### src/rtl/uart_fnd_scan_ctrl_pkg.sv
// rtl/uart_fnd_scan_ctrl_pkg.sv - shared constants and width helpers for the FND scan controller
package uart_fnd_scan_ctrl_pkg;

  localparam logic [7:0] CLR_CODE_DEF   = 8'h1B;
  localparam int         SCAN_DIV_DEF   = 50000;
  localparam int         NUM_BYTES_DEF  = 2;
  localparam int         NUM_DIGITS_DEF = 2 * NUM_BYTES_DEF;

  function automatic int num_digits(input int num_bytes);
    return 2 * num_bytes;
  endfunction

  // Never returns less than 1 so single-entry counters still get a real bit.
  function automatic int clog2(input int n);
    int r;
    r = 0;
    while ((1 << r) < n) r++;
    if (r < 1) r = 1;
    return r;
  endfunction

endpackage

### src/rtl/uart_fnd_scan_ctrl_if.sv
// rtl/uart_fnd_scan_ctrl_if.sv - receiver byte input and scanned display output bundle
interface uart_fnd_scan_ctrl_if #(
  parameter int NUM_BYTES = 2
) ();

  logic                   i_fDone;
  logic [7:0]             i_RxData;
  logic [3:0]             o_Nibble;
  logic                   o_Blank;
  logic [2*NUM_BYTES-1:0] o_DigitSel;
  logic [7:0]             o_ByteCnt;

  modport master (
    output i_fDone, i_RxData,
    input  o_Nibble, o_Blank, o_DigitSel, o_ByteCnt
  );

  modport slave (
    input  i_fDone, i_RxData,
    output o_Nibble, o_Blank, o_DigitSel, o_ByteCnt
  );

endinterface

### src/rtl/fnd_scan_timer.sv
// rtl/fnd_scan_timer.sv - digit dwell prescaler and wrapping digit index
module fnd_scan_timer
  import uart_fnd_scan_ctrl_pkg::*;
#(
  parameter int SCAN_DIV   = SCAN_DIV_DEF,
  parameter int NUM_DIGITS = NUM_DIGITS_DEF,
  parameter int IW         = clog2(NUM_DIGITS)
) (
  input  logic          clk,
  input  logic          rst_n,
  output logic [IW-1:0] idx,
  output logic          adv
);

  localparam int            CW       = clog2(SCAN_DIV);
  localparam logic [CW-1:0] CNT_LAST = CW'(SCAN_DIV - 1);
  localparam logic [IW-1:0] IDX_LAST = IW'(NUM_DIGITS - 1);

  logic [CW-1:0] cnt;

  assign adv = (cnt == CNT_LAST);

  always_ff @(posedge clk or negedge rst_n) begin
    if (!rst_n) begin
      cnt <= '0;
      idx <= '0;
    end else if (adv) begin
      cnt <= '0;
      idx <= (idx == IDX_LAST) ? '0 : idx + 1'b1;
    end else begin
      cnt <= cnt + 1'b1;
    end
  end

endmodule

### src/rtl/uart_fnd_scan_ctrl.sv
// rtl/uart_fnd_scan_ctrl.sv - captures UART bytes into a history buffer and scans its nibbles onto one FND decoder
module uart_fnd_scan_ctrl
  import uart_fnd_scan_ctrl_pkg::*;
#(
  parameter int         NUM_BYTES   = NUM_BYTES_DEF,
  parameter int         SCAN_DIV    = SCAN_DIV_DEF,
  parameter logic [7:0] CLR_CODE    = CLR_CODE_DEF,
  parameter bit         SEL_ACT_LOW = 1'b1
) (
  input logic                 i_Clk,
  input logic                 i_Rst,
  uart_fnd_scan_ctrl_if.slave bus
);

  localparam int            ND      = num_digits(NUM_BYTES);
  localparam int            IW      = clog2(ND);
  localparam logic [ND-1:0] SEL_ONE = ND'(1);
  localparam logic [ND-1:0] SEL_RST = SEL_ACT_LOW ? ~SEL_ONE : SEL_ONE;

  logic [IW-1:0]          idx;
  logic                   scan_adv;
  logic                   fdone_q;
  logic                   byte_evt;
  logic [8*NUM_BYTES-1:0] buf_q;
  logic [NUM_BYTES-1:0]   valid_q;
  logic [ND-1:0]          valid_dig;
  logic [ND-1:0]          sel_onehot;
  logic [7:0]             byte_cnt;

  fnd_scan_timer #(
    .SCAN_DIV   (SCAN_DIV),
    .NUM_DIGITS (ND),
    .IW         (IW)
  ) u_timer (
    .clk   (i_Clk),
    .rst_n (i_Rst),
    .idx   (idx),
    .adv   (scan_adv)
  );

  assign byte_evt      = bus.i_fDone & ~fdone_q;
  assign bus.o_ByteCnt = byte_cnt;

  always_comb begin
    valid_dig = '0;
    for (int d = 0; d < ND; d++) valid_dig[d] = valid_q[d/2];
  end

  // Outputs sample pre-edge state so select, nibble and blank always change together.
  always_ff @(posedge i_Clk or negedge i_Rst) begin
    if (!i_Rst) begin
      fdone_q        <= 1'b0;
      buf_q          <= '0;
      valid_q        <= '0;
      byte_cnt       <= '0;
      sel_onehot     <= SEL_ONE;
      bus.o_Nibble   <= 4'h0;
      bus.o_Blank    <= 1'b1;
      bus.o_DigitSel <= SEL_RST;
    end else begin
      fdone_q <= bus.i_fDone;
      if (byte_evt) begin
        if (bus.i_RxData == CLR_CODE) begin
          buf_q    <= '0;
          valid_q  <= '0;
          byte_cnt <= '0;
        end else begin
          for (int k = NUM_BYTES - 1; k > 0; k--) begin
            buf_q[8*k +: 8] <= buf_q[8*(k-1) +: 8];
            valid_q[k]      <= valid_q[k-1];
          end
          buf_q[7:0] <= bus.i_RxData;
          valid_q[0] <= 1'b1;
          if (byte_cnt != 8'hFF) byte_cnt <= byte_cnt + 1'b1;
        end
      end
      if (scan_adv) sel_onehot <= {sel_onehot[ND-2:0], sel_onehot[ND-1]};
      bus.o_Nibble   <= buf_q[{idx, 2'b00} +: 4];
      bus.o_Blank    <= ~valid_dig[idx];
      bus.o_DigitSel <= SEL_ACT_LOW ? ~sel_onehot : sel_onehot;
    end
  end

endmodule
### src/flat_wrapper.sv
// flat-port wrapper written by rule: the top's interface ports become plain ports
module uart_fnd_scan_ctrl_flat import uart_fnd_scan_ctrl_pkg::*;
#(
  parameter int         NUM_BYTES   = NUM_BYTES_DEF,
  parameter int         SCAN_DIV    = SCAN_DIV_DEF,
  parameter logic [7:0] CLR_CODE    = CLR_CODE_DEF,
  parameter bit         SEL_ACT_LOW = 1'b1
)
  (i_Clk, i_Rst, bus_i_fDone, bus_i_RxData, bus_o_Nibble, bus_o_Blank, bus_o_DigitSel, bus_o_ByteCnt);
  uart_fnd_scan_ctrl_if #(.NUM_BYTES(NUM_BYTES)) bus_i ();
  input logic i_Clk;
  input logic i_Rst;
  input wire logic [$bits(bus_i.i_fDone)-1:0] bus_i_fDone;
  input wire logic [$bits(bus_i.i_RxData)-1:0] bus_i_RxData;
  output wire logic [$bits(bus_i.o_Nibble)-1:0] bus_o_Nibble;
  output wire logic [$bits(bus_i.o_Blank)-1:0] bus_o_Blank;
  output wire logic [$bits(bus_i.o_DigitSel)-1:0] bus_o_DigitSel;
  output wire logic [$bits(bus_i.o_ByteCnt)-1:0] bus_o_ByteCnt;
  assign bus_i.i_fDone = bus_i_fDone;
  assign bus_i.i_RxData = bus_i_RxData;
  assign bus_o_Nibble = bus_i.o_Nibble;
  assign bus_o_Blank = bus_i.o_Blank;
  assign bus_o_DigitSel = bus_i.o_DigitSel;
  assign bus_o_ByteCnt = bus_i.o_ByteCnt;
  uart_fnd_scan_ctrl #(.NUM_BYTES(NUM_BYTES), .SCAN_DIV(SCAN_DIV), .CLR_CODE(CLR_CODE), .SEL_ACT_LOW(SEL_ACT_LOW)) u_core (.i_Clk(i_Clk), .i_Rst(i_Rst), .bus(bus_i));
endmodule
### config.mk
export PLATFORM = sky130hd
export DESIGN_NAME = uart_fnd_scan_ctrl_flat
export DESIGN_NICKNAME = d
export VERILOG_FILES = /design/src/rtl/uart_fnd_scan_ctrl_pkg.sv /design/src/rtl/uart_fnd_scan_ctrl_if.sv /design/src/rtl/fnd_scan_timer.sv /design/src/rtl/uart_fnd_scan_ctrl.sv /design/src/flat_wrapper.sv
export SDC_FILE = /design/constraint.sdc
export NUM_CORES = 1
export LEC_CHECK = 0
export CORE_UTILIZATION = 45
export CTS_BUF_LIST = sky130_fd_sc_hd__clkbuf_16
export DETAILED_ROUTE_END_ITERATION = 10
export GPL_TIMING_DRIVEN = 1
export PLACE_DENSITY = 0.7
export SLEW_MARGIN = 0
export SYNTH_ARGS = -nofsm -noshare
export SYNTH_HDL_FRONTEND = slang
export SYNTH_HIERARCHICAL = 1
export SYNTH_SLANG_ARGS = --single-unit
### constraint.sdc
create_clock -name i_Clk -period 1.7 [get_ports i_Clk]
set_clock_uncertainty 0.1 [all_clocks]
set_input_delay 0.34 -clock i_Clk [delete_from_list [all_inputs] [get_ports i_Clk]]
set_output_delay 0.34 -clock i_Clk [all_outputs]
set_load 0.02 [all_outputs]
**Word-level counts from Yosys, hierarchy flattened**

Index checks and enable logic that the tools add are counted.

- Add/subtract/negate cells: 3
- $mul: 0
- Divide/modulo/power cells: 0
- Magnitude comparators: 1
- Eq/ne operators: 4
- Shift-type cells: 1
- Mux-type cells: 8
- Bitwise logic cells: 4
- Reductions and logical operators: 2

Operators with widths:

| operator | count |
|---|---|
| $mux W16 | 2 |
| $add A16 B1 Y16 const B | 1 |
| $eq A16 B16 Y1 const B | 1 |
| $mux W8 | 2 |
| $shiftx A16 B5 Y4 | 1 |
| $add A8 B1 Y8 const B | 1 |
| $eq A8 B5 Y1 const B | 1 |
| $ne A8 B8 Y1 const B | 1 |
| $mux W2 | 2 |
| $not A4 Y4 | 1 |
| $lt A2 B3 Y1 const B | 1 |
| $add A2 B1 Y2 const B | 1 |
| $bmux W1 S2 | 1 |
| $eq A2 B2 Y1 const B | 1 |
| $not A1 Y1 | 2 |
| $reduce_and A2 Y1 | 1 |
| $reduce_bool A2 Y1 | 1 |
| $and A1 B1 Y1 | 1 |
| $mux W1 | 1 |

- Flip-flop bits (word level): 58
- Bits in latches: 0
- Bits in writable memories: 0
- ROM bits: 0
- Output and inout bits: 17
- Logic and storage cells: 33
- Memories: 0

**Depth between registers and ports, before layout**

Gate-level depths: netlist of the first run.

- Depth in word-level cells: 3
- Mapped depth: 6
- Depth with buffers taken out: 5

**Cells and area by module**

Netlist of the first run, hierarchy kept.

By module, submodules not included:

| module | instances | cells an instance | area each (sq um) | sequential area each (sq um) |
|---|---|---|---|---|
| uart_fnd_scan_ctrl | 1 | 132 | 1,642.8 | 1,007.2 |
| fnd_scan_timer | 1 | 76 | 840.8 | 450.4 |

**Worst setup path before layout of the first run**

Ideal clock, no wire load.

- Path type: register -> register
- From: reg u_core.u_timer.cnt[7]
- To: reg u_core.u_timer.idx[0]
- Setup time: 0.125 ns
- Arrival: 1.582 ns
- Data required time: 1.475 ns
- Setup slack: -0.107 ns
- Cell stages (with the launch flop): 4
- Path buffers: 0
- Period minus slack after synthesis: 1.807 ns
- Path through: dfrtp_1 or4b_4 nor4_4 mux2_2

- Longest elaborated chain between the ends: 1

Ends and longest elaborated chain:

| what | line | RTL |
|---|---|---|
| start: declaration | fnd_scan_timer.sv:19 | `logic [CW-1:0] cnt;` |
| start signal: assignment | fnd_scan_timer.sv:31 | `cnt <= cnt + 1'b1;` |
| $eq A16 B16 Y1 | fnd_scan_timer.sv:21 | `assign adv = (cnt == CNT_LAST);` |
| end signal: assignment | fnd_scan_timer.sv:29 | `idx <= (idx == IDX_LAST) ? '0 : idx + 1'b1;` |
| end: declaration | fnd_scan_timer.sv:11 | `output logic [IW-1:0] idx,` |

No other way between the ends.
A chain may end at the register's enable or synchronous reset.

**Final worst setup path of the first run**

- From: reg u_core.u_timer.cnt[7]
- To: reg u_core.u_timer.idx[1]

- Longest elaborated chain between the ends: 1

Ends and longest elaborated chain:

| what | line | RTL |
|---|---|---|
| $eq A16 B16 Y1 | fnd_scan_timer.sv:21 |  |
| named net u_core.scan_adv | uart_fnd_scan_ctrl.sv:21 | `logic scan_adv;` |

The timed path passes the listed nets, and every way through them passes these cells.

==> results.md, run 1 <==
- Share of layout cells above drive strength 1: 0.2239
- Die ar.: 5820 sq um
- GPL Wtd Cong: 0.8249
- Clk root buf: clkbuf_16
- Initial antenna violation count: 0
- Type of origin of the critical path: register
- LEAKAGE: 0.001492 uW
- Ys flop type: dfrtp_1
- First-pass GRT wire length: 8183 um
- Distinct cells, synth: 34
- RSZ-0062 raised after global routing: true
- Initial DRC count: 84
- Routed via count: 1772
- Die height: 76.29 um
- I/O pin cnt: 28
- Final WL: 4508 um
- Synth async-reset ratio: 1.000
- GRT Total Usage: 0.1824
- Critical path data required time: 1.80 ns
- Chip Width: 76.29 um
- Tightest Pin Transition: 0.3378 ns
- Post-synthesis sequential area ratio: 0.5869
- First-pass iteration count of the detailed router: 4
- Num CTS Buffers: 9
- Max-cap check violation count: 0
- Max_slew headroom: 0.7748
- Setup CP Type: reg -> reg
- Max-slew violations: 0
- Htree depth: 3
- Starting Density: 0.4772
- CP max FO: 3
- Worst Setup End Kind: register
- DRC errors left: 0
- Dpl hpwl: 3022 um
- Synth top cells by count: dfrtp_1, nand2_1, nor2_1
- Main combinational cell family by area after synthesis: simple AND/OR/NAND/NOR gates
- Failing checks: negative setup slack
- EDFF count, synth: 0
- Max rail drop VDD: 0.7668 mV
- Fin Setup TNS: -0.1345 ns
- Synth Area in Simple Gates: 0.1567
- Routed WL per cell: 13.34 um
- CTS Sinks: 58
- CP peak stage delay: 0.55 ns
- Clk pin slew, worst setup/hold paths: 0.05 ns
- Vias in the first global route: 1750
- Final ANT Viol Nets: 0
- Synthesis-stage register bit count: 58
- Cell taking the most area after synthesis: dfrtp_1
- Synth Instances: 208
- Synth Area in Adders: 0.01511
- Largest net degree at the start of global routing: 59
- Post-synthesis mux area share: 0.04937
- Final period util: 1.035
- Most frequent cell after synthesis: dfrtp_1
- Run status: finished with violations
- Final hold vios: 0
- Fillers: 432
- Synth Area in Compound Gates: 0.1154
- Final setup fails: 4
- Reg2Reg Setup Slack: -0.06 ns
- Antenna cell count: 0
- PD cells: 1120 nW/um^2
- Layout Nets: 277
- Worst hold slack: 0.2963 ns
- Crit-path slowest cell: or4b_4
- Post-DR vias/cell: 5.243
- Post-synthesis xor/xnor area fraction: 0.04937
- Port bufs: 27
- Crit path DAT: 1.86 ns
- Area grow syn2layout: 31.54%
- Core box area: 5205 sq um
- Synth top area cells: dfrtp_1, dfstp_2, mux4_2
- Row cnt: 26
- Synthesized netlist net count: 222
- Fmax: 568.3 MHz
- Post-synth top area share: 0.5340
- Crit-path cells: or4b_4 > nor4_4 > mux2_2
- GRT overflow: 0
- Syn Std Cell Area: 2484 sq um
- Tmin final: 1.760 ns
- Yosys Warn Count: 6
- CTS tree: built
- Clock buffer depth: 2
- Worst hold path type: reg -> reg
- Setup ws final: -0.05952 ns
- Syn avg cell area: 11.94 sq um
- Later-pin clock latency in the skew report: 0.31 ns
## report_power, final
part	internal [uW]	switching (uW)	total, uW
combinational	232	267	499
sequential	1520	131	1650
clock	949	556	1510
## area by class of cell
| cell class | count | area (sq um) | share of cell area |
|---|---|---|---|
| sequential | 58 | 1458 | 0.4462 |
| multi-input combinational | 135 | 980.9 | 0.3003 |
| timing repair buffer | 50 | 452.9 | 0.1386 |
| clock buffer | 9 | 225.2 | 0.06894 |
| tap | 70 | 87.58 | 0.02681 |
| inverter | 9 | 33.78 | 0.01034 |
| clock inverter | 7 | 28.78 | 0.008809 |
## cell families after synthesis
family / Yosys count
DFF: 58
muxes: 7
buffers and inverters: 15
AOI/OAI and AO/OA: 38
and+or+nand+nor: 73
xor gates and xnor gates: 14
adders and majority gates: 3
## what timing repair did
item | in CTS | in global routing
pin swaps | 0 | 1
hold buffers | 1 | 0
buffers inserted | 0 | 1
gates resized for setup | 16 | 5
setup endpoints to repair | 30 | 23
hold endpoints to repair | 53 | 0
## worst max-delay path, delay by kind of cell, from the launching register on
kind             cells  cell delay [ns]
muxes                1             0.38
and+or+nand+nor      2             0.79
DFF                  1             0.37
## state kept, by name, indices dropped and copies added (netlist names)
name	cells
u_core/valid_q	2
u_core/bus.o_DigitSel	4
u_core/buf_q	16
u_core/bus.o_Blank	1
u_core/u_timer/cnt	16
u_core/bus.o_ByteCnt	8
u_core/fdone_q	1
u_core/sel_onehot	4
u_core/bus.o_Nibble	4
u_core/u_timer/idx	2
## routing by layer
layer	GRT usage	part of all wire	up-vias
met5	0	0	-
met4	0.06346	0.012	0
met3	0.06826	0.032	7
met2	0.2793	0.49	34
met1	0.2380	0.47	878
li1	-	-	853
## path summary, 6_finish.rpt
check,start,end,depth (start not counted)
max in group asynchronous,i_Rst,u_core/bus.o_DigitSel[1],3
max reg2reg,u_core/u_timer/cnt[7],u_core/u_timer/idx[1],3
min in group asynchronous,i_Rst,u_core/sel_onehot[2],3
min reg2reg,u_core/sel_onehot[1],u_core/bus.o_DigitSel[1],1
max,u_core/u_timer/cnt[7],u_core/u_timer/idx[1],3
min,u_core/sel_onehot[1],u_core/bus.o_DigitSel[1],1
## placed cells by master, fill, tap and decap left out, drive strengths merged
| master | count |
|---|---|
| inv | 11 |
| a41oi | 2 |
| buf | 23 |
| nand2 | 21 |
| a21o | 1 |
| a22o | 13 |
| mux2i | 1 |
| clkdlybuf4s50 | 10 |
| ha | 3 |
| a31oi | 3 |
| o21ai | 9 |
| nor3 | 4 |
| a21oi | 7 |
| nor4b | 1 |
| o31ai | 3 |
| or4b | 1 |
| dlymetal6s2s | 1 |
| nor4 | 4 |
| and4 | 2 |
| xor2 | 6 |
| xnor2 | 8 |
| nand2b | 2 |
| nor2b | 4 |
| dfrtp | 53 |
| nor2 | 17 |
| dfstp | 5 |
| clkbuf | 9 |
| nand4 | 6 |
| and3 | 1 |
| clkinv | 5 |
| dlygate4sd2 | 15 |
| dlygate4sd3 | 1 |
| mux2 | 2 |
| nand3 | 10 |
| mux4 | 4 |
## stage by stage
| step | power (uW) | utilization | setup slack, ns | instances | cell area (sq um) |
|---|---|---|---|---|---|
| after detailed placement | 2226 | 0.5745 | -0.3367 | 320 | 2990 |
| after CTS | 3707 | 0.6224 | -0.08600 | 337 | 3239 |
| after floorplan | 1931 | - | 0.01149 | 208 | 2489 |
| final | 3659 | 0.6276 | -0.05952 | 338 | 3267 |
| after global placement | 2213 | 0.5745 | -0.2713 | 320 | 2990 |
| after global routing | 3862 | 0.6276 | -0.1371 | 338 | 3267 |
No activity file was read; power rests on OpenSTA's default activity.
==> run 2: changes to the inputs <==
CORE_MARGIN = 5   (was not set)
PLACE_DENSITY = 0.67   (was 0.7)
SLEW_MARGIN = 10   (was 0)
clock period = 1.95 ns   (was 1.7 ns; I/O delays follow)
==> run 2 against run 1 <==
The run now ends clean. Design area is 1.2% lower. Critical path type is now reg -> out. Power is 7.0% lower. Sequential power is 13% lower. First-iteration DRC count is 39% lower. Cell count is 1.5% lower. Largest cell class unchanged. Critical endpoint is now bus_o_Blank. Wire length is 6.0% higher. Worst setup slack better by 0.087 ns. Register-to-register slack better by 0.16 ns.
==> results.md, run 2 (synthesis results as in run 1) <==
- Place WS: -0.1499 ns
- Worst Setup End Kind: output pin
- DP Area: 2930 sq um
- Clock power frac: 0.438
- Crit-path slowest cell: clkdlybuf4s50_1
- Most frequent cells in the layout: dfrtp_1, clkdlybuf4s50_1, nand2_1
- First-pass iteration count of the detailed router: 4
- Power share of the sequential group: 0.423
- Clk root buf: clkbuf_16
- Final ANT Viol Nets: 0
- Final hold vios: 0
- Crit path DAT: 1.43 ns
- Initial antenna violation count: 0
- GRT Total Usage: 0.1493
- Chip Width: 84.29 um
- Routed via count: 1757
- Largest net degree at the start of global routing: 59
- CTS Sinks: 58
- Worst path bufs/invs: 1
- Design Power: 3402 uW
- Most common cell after layout, fill and taps aside: dfrtp_1
- Die height: 84.29 um
- Starting Density: 0.4566
- Fillers: 451
- Tightest Pin Transition: 0.3855 ns
- Setup CP Type: reg -> out
- Sw Share: 0.2548
- Dpl hpwl: 3157 um
- Design area: 3228 sq um
- Comb pwr share: 0.139
- Run status: completed
- First-pass GRT wire length: 8217 um
- Critical path data required time: 1.46 ns
- GPL Wtd Cong: 0.7995
- Routed WL per cell: 14.35 um
- Htree depth: 3
- Final setup fails: 0
- PD cells: 1054 nW/um^2
- Internal power: 2535 uW
- Area of the multi-input gates: 958.4 sq um
- RSZ-0062 raised after global routing: false
- Switch Pwr: 866.9 uW
- Max-cap check violation count: 0
- Tmin final: 1.923 ns
- Max_slew headroom: 0.7411
- Final period util: 0.9860
- Max-slew violations: 0
- CP peak stage delay: 0.59 ns
- Clock buffer depth: 2
- Top cell family by delay on the critical path: buffers and inverters
- Antenna cell count: 0
- I/O pin cnt: 28
- CP max FO: 1
- Setup ws final: 0.02721 ns
- Later-pin clock latency in the skew report: 0.32 ns
- Post-DR vias/cell: 5.276
- Port bufs: 27
- Fmax: 520.1 MHz
- Worst hold slack: 0.2944 ns
- DRC errors left: 0
- Total area of sequential cells: 1458 sq um
- Final WL: 4777 um
- Max rail drop VDD: 0.5345 mV
- Row cnt: 27
- Share of layout cells above drive strength 1: 0.1954
- Num CTS Buffers: 9
- Type of origin of the critical path: register
- CTS tree: built
- GRT overflow: 0
- LEAKAGE: 0.001445 uW
- Core box area: 5439 sq um
- Layout Nets: 270
- Clk pin slew, worst setup/hold paths: 0.05 ns
- Fin Setup TNS: 0 ns
- Vias in the first global route: 1713
- Area grow syn2layout: 29.97%
- Crit-path cells: clkdlybuf4s50_1
- Initial DRC count: 51
- Worst hold path type: reg -> reg
- Die ar.: 7105 sq um
## run 2: power by group through the flow
stage / clock, uW / sequential (uW) / combinational (uW)
floorplan: 0 / 1510 / 171
global placement: 0 / 1460 / 470
finish: 1490 / 1440 / 472
global route: 1580 / 1460 / 511
CTS: 1530 / 1440 / 482
detailed placement: 0 / 1460 / 478
## run 2: stage by stage
| stage | utilization | std cells |
|---|---|---|
| 2_1_floorplan | - | 208 |
| 3_3_place_gp | 0.5388 | 316 |
| 3_5_place_dp | 0.5388 | 316 |
| 4_1_cts | 0.5931 | 333 |
| 5_1_grt | 0.5935 | 333 |
| 6_report | 0.5935 | 333 |
## run 2: worst paths after layout
path                                             from                        to  slack [ns]  cells after the start
worst max-delay path               u_core/bus.o_Blank               bus_o_Blank        0.03                      1
worst min-delay path             u_core/sel_onehot[1]  u_core/bus.o_DigitSel[1]        0.29                      1
worst max register to register  u_core/u_timer/cnt[7]     u_core/u_timer/idx[0]        0.10                      3
worst min register to register   u_core/sel_onehot[1]  u_core/bus.o_DigitSel[1]        0.29                      1
max in group asynchronous                       i_Rst        u_core/bus.o_Blank        0.95                      3
min in group asynchronous                       i_Rst      u_core/sel_onehot[1]        0.52                      3
## run 2: area by class of cell
| class | instances | area share |
|---|---|---|
| clock buffers | 9 | 0.06977 |
| clock inverters | 7 | 0.01860 |
| inverters | 9 | 0.01047 |
| multi-input cells | 135 | 0.2969 |
| flip-flops and latches | 58 | 0.4516 |
| well taps | 72 | 0.02791 |
| repair buffers | 43 | 0.1248 |
## run 2: what timing repair did
action / CTS / global route
pin swaps: 1 / 0
hold endpoints to repair: 53 / 0
endpoints found under the setup margin: 3 / 1
buffers inserted: 0 / 0
gates resized for setup: 0 / 1
hold buffers: 1 / 0
## run 2: layer usage
layer / GRT usage / part of all wire / vias up
met4: 0.07456 / 0.018 / 0
li1: - / - / 843
met2: 0.2188 / 0.47 / 44
met1: 0.1966 / 0.46 / 863
met5: 0 / 0 / -
met3: 0.05201 / 0.054 / 7
